`config.mk`:
```
export PLATFORM = sky130hd
export DESIGN_NAME = mano_mem_arbiter
export DESIGN_NICKNAME = d
export VERILOG_FILES = /design/src/rtl/mano_mem_arbiter.sv
export SDC_FILE = /design/constraint.sdc
export NUM_CORES = 1
export LEC_CHECK = 0
export ABC_AREA = 1
export CAP_MARGIN = 0
export CORE_MARGIN = 2
export CORE_UTILIZATION = 40
export DETAILED_ROUTE_END_ITERATION = 16
export GPL_TIMING_DRIVEN = 0
export PLACE_DENSITY = 0.85
export SYNTH_ARGS = -nofsm -noshare
export SYNTH_HDL_FRONTEND = slang
export SYNTH_SLANG_ARGS = --single-unit
export TNS_END_PERCENT = 50
```
`constraint.sdc`:
```
create_clock -name clk -period 1.9 [get_ports clk]
set_input_delay 0.475 -clock clk [delete_from_list [all_inputs] [get_ports clk]]
set_output_delay 0.475 -clock clk [all_outputs]
set_load 0.01 [all_outputs]
```
`src/rtl/mano_mem_arbiter.sv`:
```
// Round-robin arbiter and access sequencer for the single-port main memory.
// Port 0 is the instruction-side miss path, port 1 the data-side miss/write-back path.
module mano_mem_arbiter #(
  parameter int ADDR_W  = 12,
  parameter int DATA_W  = 16,
  parameter int MEM_LAT = 2
) (
  input  logic              clk,
  input  logic              clr,
  input  logic              r0_req,
  input  logic              r0_wr,
  input  logic [ADDR_W-1:0] r0_addr,
  input  logic [DATA_W-1:0] r0_wdata,
  output logic              r0_ack,
  output logic [DATA_W-1:0] r0_rdata,
  input  logic              r1_req,
  input  logic              r1_wr,
  input  logic [ADDR_W-1:0] r1_addr,
  input  logic [DATA_W-1:0] r1_wdata,
  output logic              r1_ack,
  output logic [DATA_W-1:0] r1_rdata,
  output logic [ADDR_W-1:0] mem_addr,
  output logic              mem_rd,
  output logic              mem_wr,
  output logic [DATA_W-1:0] mem_dout,
  input  logic [DATA_W-1:0] mem_din,
  output logic              busy,
  output logic              grant
);

  typedef enum logic [1:0] {
    IDLE   = 2'd0,
    ACCESS = 2'd1,
    DONE   = 2'd2
  } state_t;

  localparam logic [3:0] LAT_INIT = 4'(MEM_LAT - 1);

  state_t              state_q,    state_d;
  logic [3:0]          lat_cnt_q,  lat_cnt_d;
  logic [ADDR_W-1:0]   mem_addr_q, mem_addr_d;
  logic                mem_rd_q,   mem_rd_d;
  logic                mem_wr_q,   mem_wr_d;
  logic [DATA_W-1:0]   mem_dout_q, mem_dout_d;
  logic                r0_ack_q,   r0_ack_d;
  logic                r1_ack_q,   r1_ack_d;
  logic [DATA_W-1:0]   r0_rdata_q, r0_rdata_d;
  logic [DATA_W-1:0]   r1_rdata_q, r1_rdata_d;
  logic                busy_q,     busy_d;
  logic                grant_q,    grant_d;

  logic                win;
  logic                win_wr;

  always_comb begin
    state_d    = state_q;
    lat_cnt_d  = lat_cnt_q;
    mem_addr_d = mem_addr_q;
    mem_rd_d   = mem_rd_q;
    mem_wr_d   = mem_wr_q;
    mem_dout_d = mem_dout_q;
    r0_ack_d   = 1'b0;
    r1_ack_d   = 1'b0;
    r0_rdata_d = r0_rdata_q;
    r1_rdata_d = r1_rdata_q;
    busy_d     = busy_q;
    grant_d    = grant_q;
    // A tie goes to the port that did not own the previous access.
    win        = (r0_req && r1_req) ? ~grant_q : r1_req;
    win_wr     = win ? r1_wr : r0_wr;

    case (state_q)
      IDLE: begin
        if (r0_req || r1_req) begin
          grant_d    = win;
          mem_addr_d = win ? r1_addr  : r0_addr;
          mem_dout_d = win ? r1_wdata : r0_wdata;
          mem_wr_d   = win_wr;
          mem_rd_d   = ~win_wr;
          lat_cnt_d  = LAT_INIT;
          busy_d     = 1'b1;
          state_d    = ACCESS;
        end
      end
      ACCESS: begin
        if (lat_cnt_q == 4'd0) begin
          if (mem_rd_q) begin
            if (grant_q) r1_rdata_d = mem_din;
            else         r0_rdata_d = mem_din;
          end
          mem_rd_d = 1'b0;
          mem_wr_d = 1'b0;
          r0_ack_d = ~grant_q;
          r1_ack_d = grant_q;
          state_d  = DONE;
        end else begin
          lat_cnt_d = lat_cnt_q - 4'd1;
        end
      end
      DONE: begin
        busy_d  = 1'b0;
        state_d = IDLE;
      end
      default: begin
        state_d  = IDLE;
        mem_rd_d = 1'b0;
        mem_wr_d = 1'b0;
        busy_d   = 1'b0;
      end
    endcase
  end

  // Reset wins over everything, including an access in flight.
  always_ff @(posedge clk) begin
    if (!clr) begin
      state_q    <= IDLE;
      lat_cnt_q  <= 4'd0;
      mem_addr_q <= '0;
      mem_rd_q   <= 1'b0;
      mem_wr_q   <= 1'b0;
      mem_dout_q <= '0;
      r0_ack_q   <= 1'b0;
      r1_ack_q   <= 1'b0;
      r0_rdata_q <= '0;
      r1_rdata_q <= '0;
      busy_q     <= 1'b0;
      grant_q    <= 1'b1;
    end else begin
      state_q    <= state_d;
      lat_cnt_q  <= lat_cnt_d;
      mem_addr_q <= mem_addr_d;
      mem_rd_q   <= mem_rd_d;
      mem_wr_q   <= mem_wr_d;
      mem_dout_q <= mem_dout_d;
      r0_ack_q   <= r0_ack_d;
      r1_ack_q   <= r1_ack_d;
      r0_rdata_q <= r0_rdata_d;
      r1_rdata_q <= r1_rdata_d;
      busy_q     <= busy_d;
      grant_q    <= grant_d;
    end
  end

  assign mem_addr = mem_addr_q;
  assign mem_rd   = mem_rd_q;
  assign mem_wr   = mem_wr_q;
  assign mem_dout = mem_dout_q;
  assign r0_ack   = r0_ack_q;
  assign r1_ack   = r1_ack_q;
  assign r0_rdata = r0_rdata_q;
  assign r1_rdata = r1_rdata_q;
  assign busy     = busy_q;
  assign grant    = grant_q;

endmodule

```
# Word level (Yosys, flattened, before mapping)
# Cells that the tools add are included.
# word_totals
reg_bits,72
out_inout_bits,66
elab_cells,52
# classes
n_addsub,1
n_eq_ne,5
n_mux,17
n_bitwise,4
reduce_logical,13
# op_table
operator,count
16-bit two-way mux,1
12-bit two-way mux,1
3-bit AND reduction,3
4-bit two-way mux,2
4-bit one-hot mux with 2 select lines,1
4-bit AND reduction,2
1-bit two-way mux,6
"2-bit != test, second input constant",3
1-bit one-hot mux with 3 select lines,2
2-bit AND reduction,3
4-bit zero test,1
2-bit two-way mux,2
1-bit inverter,4
2-bit one-hot mux with 2 select lines,1
"4-bit by 1-bit subtractor with 4-bit output, second input constant",1
"2-bit by 1-bit == test with 1-bit output, second input constant",1
"2-bit == test, second input constant",1
2-bit zero test,1
1-bit one-hot mux with 2 select lines,1
2-bit nonzero test,1
1-bit logical AND,1
1-bit logical OR,1

# Longest topological paths before layout
# Gate-level depths: netlist of run 1.
# logic_depth
word_depth,6
depth_mapped,9
depth_no_buf,9

# Least setup slack after synthesis of run 1
# Ideal clock, no wire load.
# synth_path
path_type,reg-to-reg
start,register lat_cnt_q[0]
end,register r1_rdata_q[10] (netlist: r1_rdata[10])
setup_ns,0.116
arrival_ns,1.263
t_required_ns,1.784
slack_ns,0.522
path_stages_with_launch,9
path_cell_list,dfxtp_1 inv_1 ha_1 nand2_1 nor2_2 nand3_2 clkbuf_2 o21ai_0 nor2_1
# synth_via
elab_chain_len,2
# synth_rtl
item,line,text
from (decl),40,"logic [3:0] lat_cnt_q, lat_cnt_d;"
from (signal assigned),130,lat_cnt_q <= lat_cnt_d;
4-bit zero test,86,if (lat_cnt_q == 4'd0) begin
4-bit AND reduction (no source line),--,
to (signal assigned),138,r1_rdata_q <= r1_rdata_d;
to (decl),48,"logic [DATA_W-1:0] r1_rdata_q, r1_rdata_d;"
# Every way passes these cells.
# A chain may end at the register's enable or synchronous reset.

# Worst setup path in the final report of run 1
# layout_path
start,register grant_q (netlist: grant)
end,output port grant
# layout_lines
item,line,text
from (decl),50,"logic grant_q, grant_d;"
from (signal assigned),140,grant_q <= grant_d;
to (decl),28,output logic grant
# No word-level cell between the ends.

==> results of run 1 <==
## cell usage in the layout (no fill, tap or decap), types with 4 or more instances in the layout
| cell type | Yosys | layout |
|---|---|---|
| nor2_2 | 4 | 4 |
| o21ai_0 | 62 | 62 |
| nor2_1 | 55 | 55 |
| o21ai_1 | 12 | 12 |
| nor3_1 | 20 | 20 |
| buf_2 | 7 | 7 |
| inv_1 | 28 | 28 |
| clkbuf_8 | 0 | 10 |
| nand2_1 | 102 | 102 |
| nand3_1 | 15 | 15 |
| clkbuf_1 | 9 | 10 |
| clkdlybuf4s50_1 | 0 | 142 |
| dfxtp_1 | 72 | 72 |
| a21oi_1 | 4 | 4 |
## how the worst max path moves through the flow
stage,start,end,slack (ps),cells after the start
floorplan,lat_cnt_q[0]$_SDFFE_PN0P_,r1_rdata[10]$_SDFFE_PN0P_,520,8
global placement,r0_req,mem_wr$_SDFFE_PN0P_,-10,8
detailed placement,r0_req,mem_wr$_SDFFE_PN0P_,-50,8
CTS,mem_rd$_SDFFE_PN0P_,mem_rd,40,1
global route,mem_rd$_SDFFE_PN0P_,mem_rd,4,1
finish,grant$_SDFFE_PN1P_,grant,60,1
## flip-flops by register name, summed over array words and instances (netlist names), 2 cells and up
| signal | flops |
|---|---|
| mem_dout | 16 |
| state_q | 2 |
| mem_addr | 12 |
| r1_rdata | 16 |
| lat_cnt_q | 4 |
| r0_rdata | 16 |
## kinds of logic (layout without fill, tap and decap cells)
logic type | after synthesis | after routing | synth area share
compound gates | 79 | 79 | 0.1350
fa+ha+maj | 2 | 2 | 0.008488
buf+inv | 52 | 210 | 0.07894
flops | 72 | 72 | 0.4890
simple gates | 201 | 201 | 0.2886
## area by class of cell
class                           count  area, sq um
Timing Repair Buffer              142         1421
Fill cell                         614         2485
Clock inverter                      5        56.30
Clock buffer                       11        141.4
Inverter                           30        113.9
Buffer                             22        118.9
Multi-Input combinational cell    282         1274
Tap cell                           99        123.9
Sequential cell                    72         1441
## metal layers
metal / vias to the layer above / GRT usage / share of wire
li1: 1605 / - / -
met1: 1357 / 0.2193 / 0.42
met2: 134 / 0.3510 / 0.47
met3: 12 / 0.06622 / 0.094
met4: 0 / 0.08205 / 0.017
met5: - / 0 / 0
## cells in the mapped netlist (all sizes together)
library cell  count  area [sq um]
a21oi             4         20.02
a22oi             1         7.510
buf              12         80.07
clkbuf           10         38.78
clkinv            1         5.000
dfxtp            72          1441
ha                2         25.02
inv              29         108.9
nand2           103         394.1
nand3            17         102.6
nor2             61         254.0
nor3             20         100.1
o21ai            74         370.4
## worst reg2reg max path, cell delays in order, from the launching register on
cell and delay [ps]:
dfxtp_1 320, inv_1 110, ha_1 240, nand2_1 90, nor2_2 120, nand3_2 170
clkbuf_2 220, o21ai_0 230, nor2_1 60
## power groups by stage
stage	Combinational, W	Clock [W]	Sequential (W)
detailed placement	0.000935	0	0.00176
global route	0.00103	0.00127	0.00175
CTS	0.000941	0.00121	0.00173
finish	0.000935	0.00118	0.00173
floorplan	0.000385	0	0.00181
global placement	0.000918	0	0.00176
## per-stage QoR
stage,cell area (sq um),instances,util,total power (W)
2_1_floorplan,2948,406,-,0.002195
3_3_place_gp,4493,647,0.6262,0.002676
3_5_place_dp,4493,647,0.6262,0.002700
4_1_cts,4691,663,0.6537,0.003880
5_1_grt,4691,663,0.6537,0.004051
6_report,4691,663,0.6537,0.003845
==> out/results.tsv, run 1 <==
metric	value	unit
status	finished clean	
Ports	144	
layout cell share with drive strength beyond 1	0.06915	
Die Wd	89.85	um
final worst slack	60.58	ps
Fin Setup TNS	0	ps
Initial Utilization	0.4108	
CP Capture Type	primary output	
Hold WS	444.4	ps
Slew headroom	0.6731	
Diodes inserted	0	
Setup crit start kind	register	
P_sw	0.001078	W
crit-path cells	clkdlybuf4s50_1	
cts hold-fix bufs	0	
power density cells	819.7	nW/um^2
first-pass GRT wire length	13100	um
port buffer count	142	
Switching Share	0.2804	
Post-CTS Resized	0	
antenna violations before repair	0	
H-tree depth	3	
Netlist Area Pre-Place	2948	sq um
Core Area	7176	sq um
Clk network pwr share	0.306	
period utilization	0.9681	
Routed WL per cell	12.08	um
full die area	8072	sq um
fin crit period	1839	ps
Synth Instances	406	
Syn Nets	486	
Place WS	-53.36	ps
Least-Margin Pin Slew	490.3	ps
Setup violations, final	0	
clock root buffer	clkbuf_8	
height of the die	89.85	um
Worst R2R Setup Slack	240	ps
skew final	7.546	ps
sequential-to-total area share from yosys stat	0.4890	
Syn-to-layout area delta	59.13	%
FF-to-FF path depth	8	
CTS tree	built	
cell leakage power	1.974	nW
First-pass DRT Iterations	4	
Worst path max stage delay	600	ps
CP max-delay cell	clkdlybuf4s50_1	
worst r2r dst	r1_rdata[14]$_SDFFE_PN0P_	
Final Hold Vio Count	0	
Detailed Route Iter0 Violations	71	
DR DRC count	0	
worst-path maximum fanout	5	
Clock Tree Buf Depth	2	
setup bufs post-CTS	0	
WHS Path Cells	3	
critical path's top delay family	buffers and inverters	
YS warnings	0	
grt ovf	0	
max_cap viols	0	
final slew viol count	0	
Worst VDD drop	0.3877	mV
number of global-route vias before repair	2931	
Via Count	3108	
pin count of the biggest net entering global routing	13	
Hold/Removal Path Class	in -> reg	
Site Rows	31	
Internal	0.002767	W
vias per cell	4.688	
drt total wl	8012	um
Yosys reg bits	72	
Mapped Avg Cell Area	7.261	sq um
RSZ-0062 raised after global routing	false	
Hold Path Sink	r0_rdata[4]$_SDFFE_PN0P_	
CP bufs+invs	1	
critical path class	reg -> out	
Comb power frac	0.243	
Final HPWL DP	6426	um
total track usage	0.1987	
TritonCTS Buffers	9	
sequential power share	0.450	
fmax	543.6	MHz
WP data required	1420	ps
Worst-path clk slew	70	ps
# clock sinks	72	
RR Startpoint	lat_cnt_q[0]$_SDFFE_PN0P_	
Final #Nets	639	
worst skew pair latency	330	ps
Worst EP arrival	1360	ps
Worst Hold Launch	clr	
GPL Wtd Cong	0.8349	
post-synthesis cell type count	23	
post-route ant nets	0	
(Power assumes the default switching activity.)
==> run 2, diff against run 1 <==
- GPL_TIMING_DRIVEN: 0 -> not set
==> out/results.tsv, run 2 (synthesis gave the netlist of run 1 again) <==
metric	value	unit
grt ovf	0	
Design Area, Final	4725	sq um
Worst path max stage delay	570	ps
Power Total	0.004057	W
Ports	144	
antenna violations before repair	0	
Internal	0.002953	W
most common cell after layout, fill and taps aside	clkdlybuf4s50_1	
CP bufs+invs	1	
CP Capture Type	primary output	
worst r2r dst	r1_rdata[6]$_SDFFE_PN0P_	
Syn-to-layout area delta	60.27	%
critical path depth	1	
Worst EP arrival	1280	ps
CTS tree	built	
First-pass DRT Iterations	4	
Worst VDD drop	0.3971	mV
Post-Layout Cell Count	655	
CP max-delay cell	clkdlybuf4s50_1	
Via Count	3173	
Initial Utilization	0.4108	
Comb power frac	0.237	
worst-path maximum fanout	2	
Diodes inserted	0	
DR DRC count	0	
GPL Wtd Cong	0.8238	
Final HPWL DP	6406	um
Worst R2R Setup Slack	260	ps
cts hold-fix bufs	0	
worst skew pair latency	340	ps
layout cell share with drive strength beyond 1	0.07194	
Setup crit end	r1_rdata[12]	
Setup crit start kind	register	
sequential power share	0.427	
total track usage	0.2019	
full die area	8072	sq um
number of global-route vias before repair	2995	
final core occ	0.6584	
crit-path cells	clkdlybuf4s50_1	
most frequent cells in the layout	clkdlybuf4s50_1, nand2_1, dfxtp_1	
Worst Hold Launch	mem_addr[6]$_SDFFE_PN0P_	
FF-to-FF path depth	8	
Hold/Removal Path Class	reg -> reg	
Setup violations, final	0	
Clock Tree Buf Depth	2	
drt total wl	8285	um
vias per cell	4.844	
fin crit period	1753	ps
Final #Nets	631	
H-tree depth	3	
Post-CTS Resized	0	
port buffer count	143	
final slew viol count	0	
max_cap viols	0	
RR Startpoint	lat_cnt_q[0]$_SDFFE_PN0P_	
Least-Margin Pin Slew	518.5	ps
status	finished clean	
Clk network pwr share	0.336	
power density cells	858.7	nW/um^2
pin count of the biggest net entering global routing	47	
WP data required	1420	ps
# clock sinks	72	
critical path class	reg -> out	
height of the die	89.85	um
Die Wd	89.85	um
DP Area	4494	sq um
cell leakage power	1.997	nW
period utilization	0.9228	
Worst Setup SP	r1_rdata[12]$_SDFFE_PN0P_	
first-pass GRT wire length	13400	um
fmax	570.3	MHz
TritonCTS Buffers	9	
clock root buffer	clkbuf_8	
Site Rows	31	
setup bufs post-CTS	0	
RSZ-0062 raised after global routing	false	
critical path's top delay family	buffers and inverters	
post-route ant nets	0	
Routed WL per cell	12.65	um
Core Area	7176	sq um
skew final	5.632	ps
placed instance count	639	
Worst-path clk slew	80	ps
Final Hold Vio Count	0	
Switching Share	0.2722	
Slew headroom	0.6540	
P_sw	0.001104	W
Detailed Route Iter0 Violations	136	
run 2: worst min-delay path by stage:
stage | slack [ps] | depth (start not counted) | end
3_5_place_dp | 440 | 2 | mem_addr[4]$_SDFFE_PN0P_
4_1_cts | 460 | 2 | mem_addr[4]$_SDFFE_PN0P_
3_3_place_gp | 440 | 2 | mem_addr[6]$_SDFFE_PN0P_
5_1_grt | 470 | 2 | mem_addr[4]$_SDFFE_PN0P_
6_report | 450 | 2 | mem_addr[6]$_SDFFE_PN0P_
2_1_floorplan | 460 | 2 | lat_cnt_q[1]$_SDFFE_PN0P_
run 2: power groups by stage:
stage / clock network (W) / registers, W / logic, W
after floorplan: 0 / 0.00181 / 0.000385
after global placement: 0 / 0.00176 / 0.000934
after detailed placement: 0 / 0.00176 / 0.000962
after CTS: 0.00139 / 0.00173 / 0.000967
after global routing: 0.00146 / 0.00175 / 0.00105
final: 0.00136 / 0.00173 / 0.000963
run 2: area by class of cell:
type / count / area [sq um]
clock buffers: 11 / 151.4
clock inverters: 5 / 78.83
fillers: 595 / 2451
inverters: 30 / 113.9
multi-input cells: 282 / 1274
flip-flops and latches: 72 / 1441
well taps: 99 / 123.9
repair buffers: 156 / 1541
run 2: layer usage:
metal | share of wire | up-vias | global-route usage
met2 | 0.47 | 150 | 0.3428
li1 | - | 1583 | -
met4 | 0.022 | 0 | 0.09615
met3 | 0.086 | 16 | 0.06790
met5 | 0 | - | 0
met1 | 0.42 | 1424 | 0.2286
run 2: metrics by stage:
stage,setup WS [ps],TNS [ps],hold slack (ps)
2_1_floorplan,521.5,0,460.9
3_3_place_gp,-127.3,-2597,439.2
3_5_place_dp,-190.6,-3586,444.1
4_1_cts,142.3,0,456.4
5_1_grt,33.57,0,470.0
6_report,146.6,0,453.8
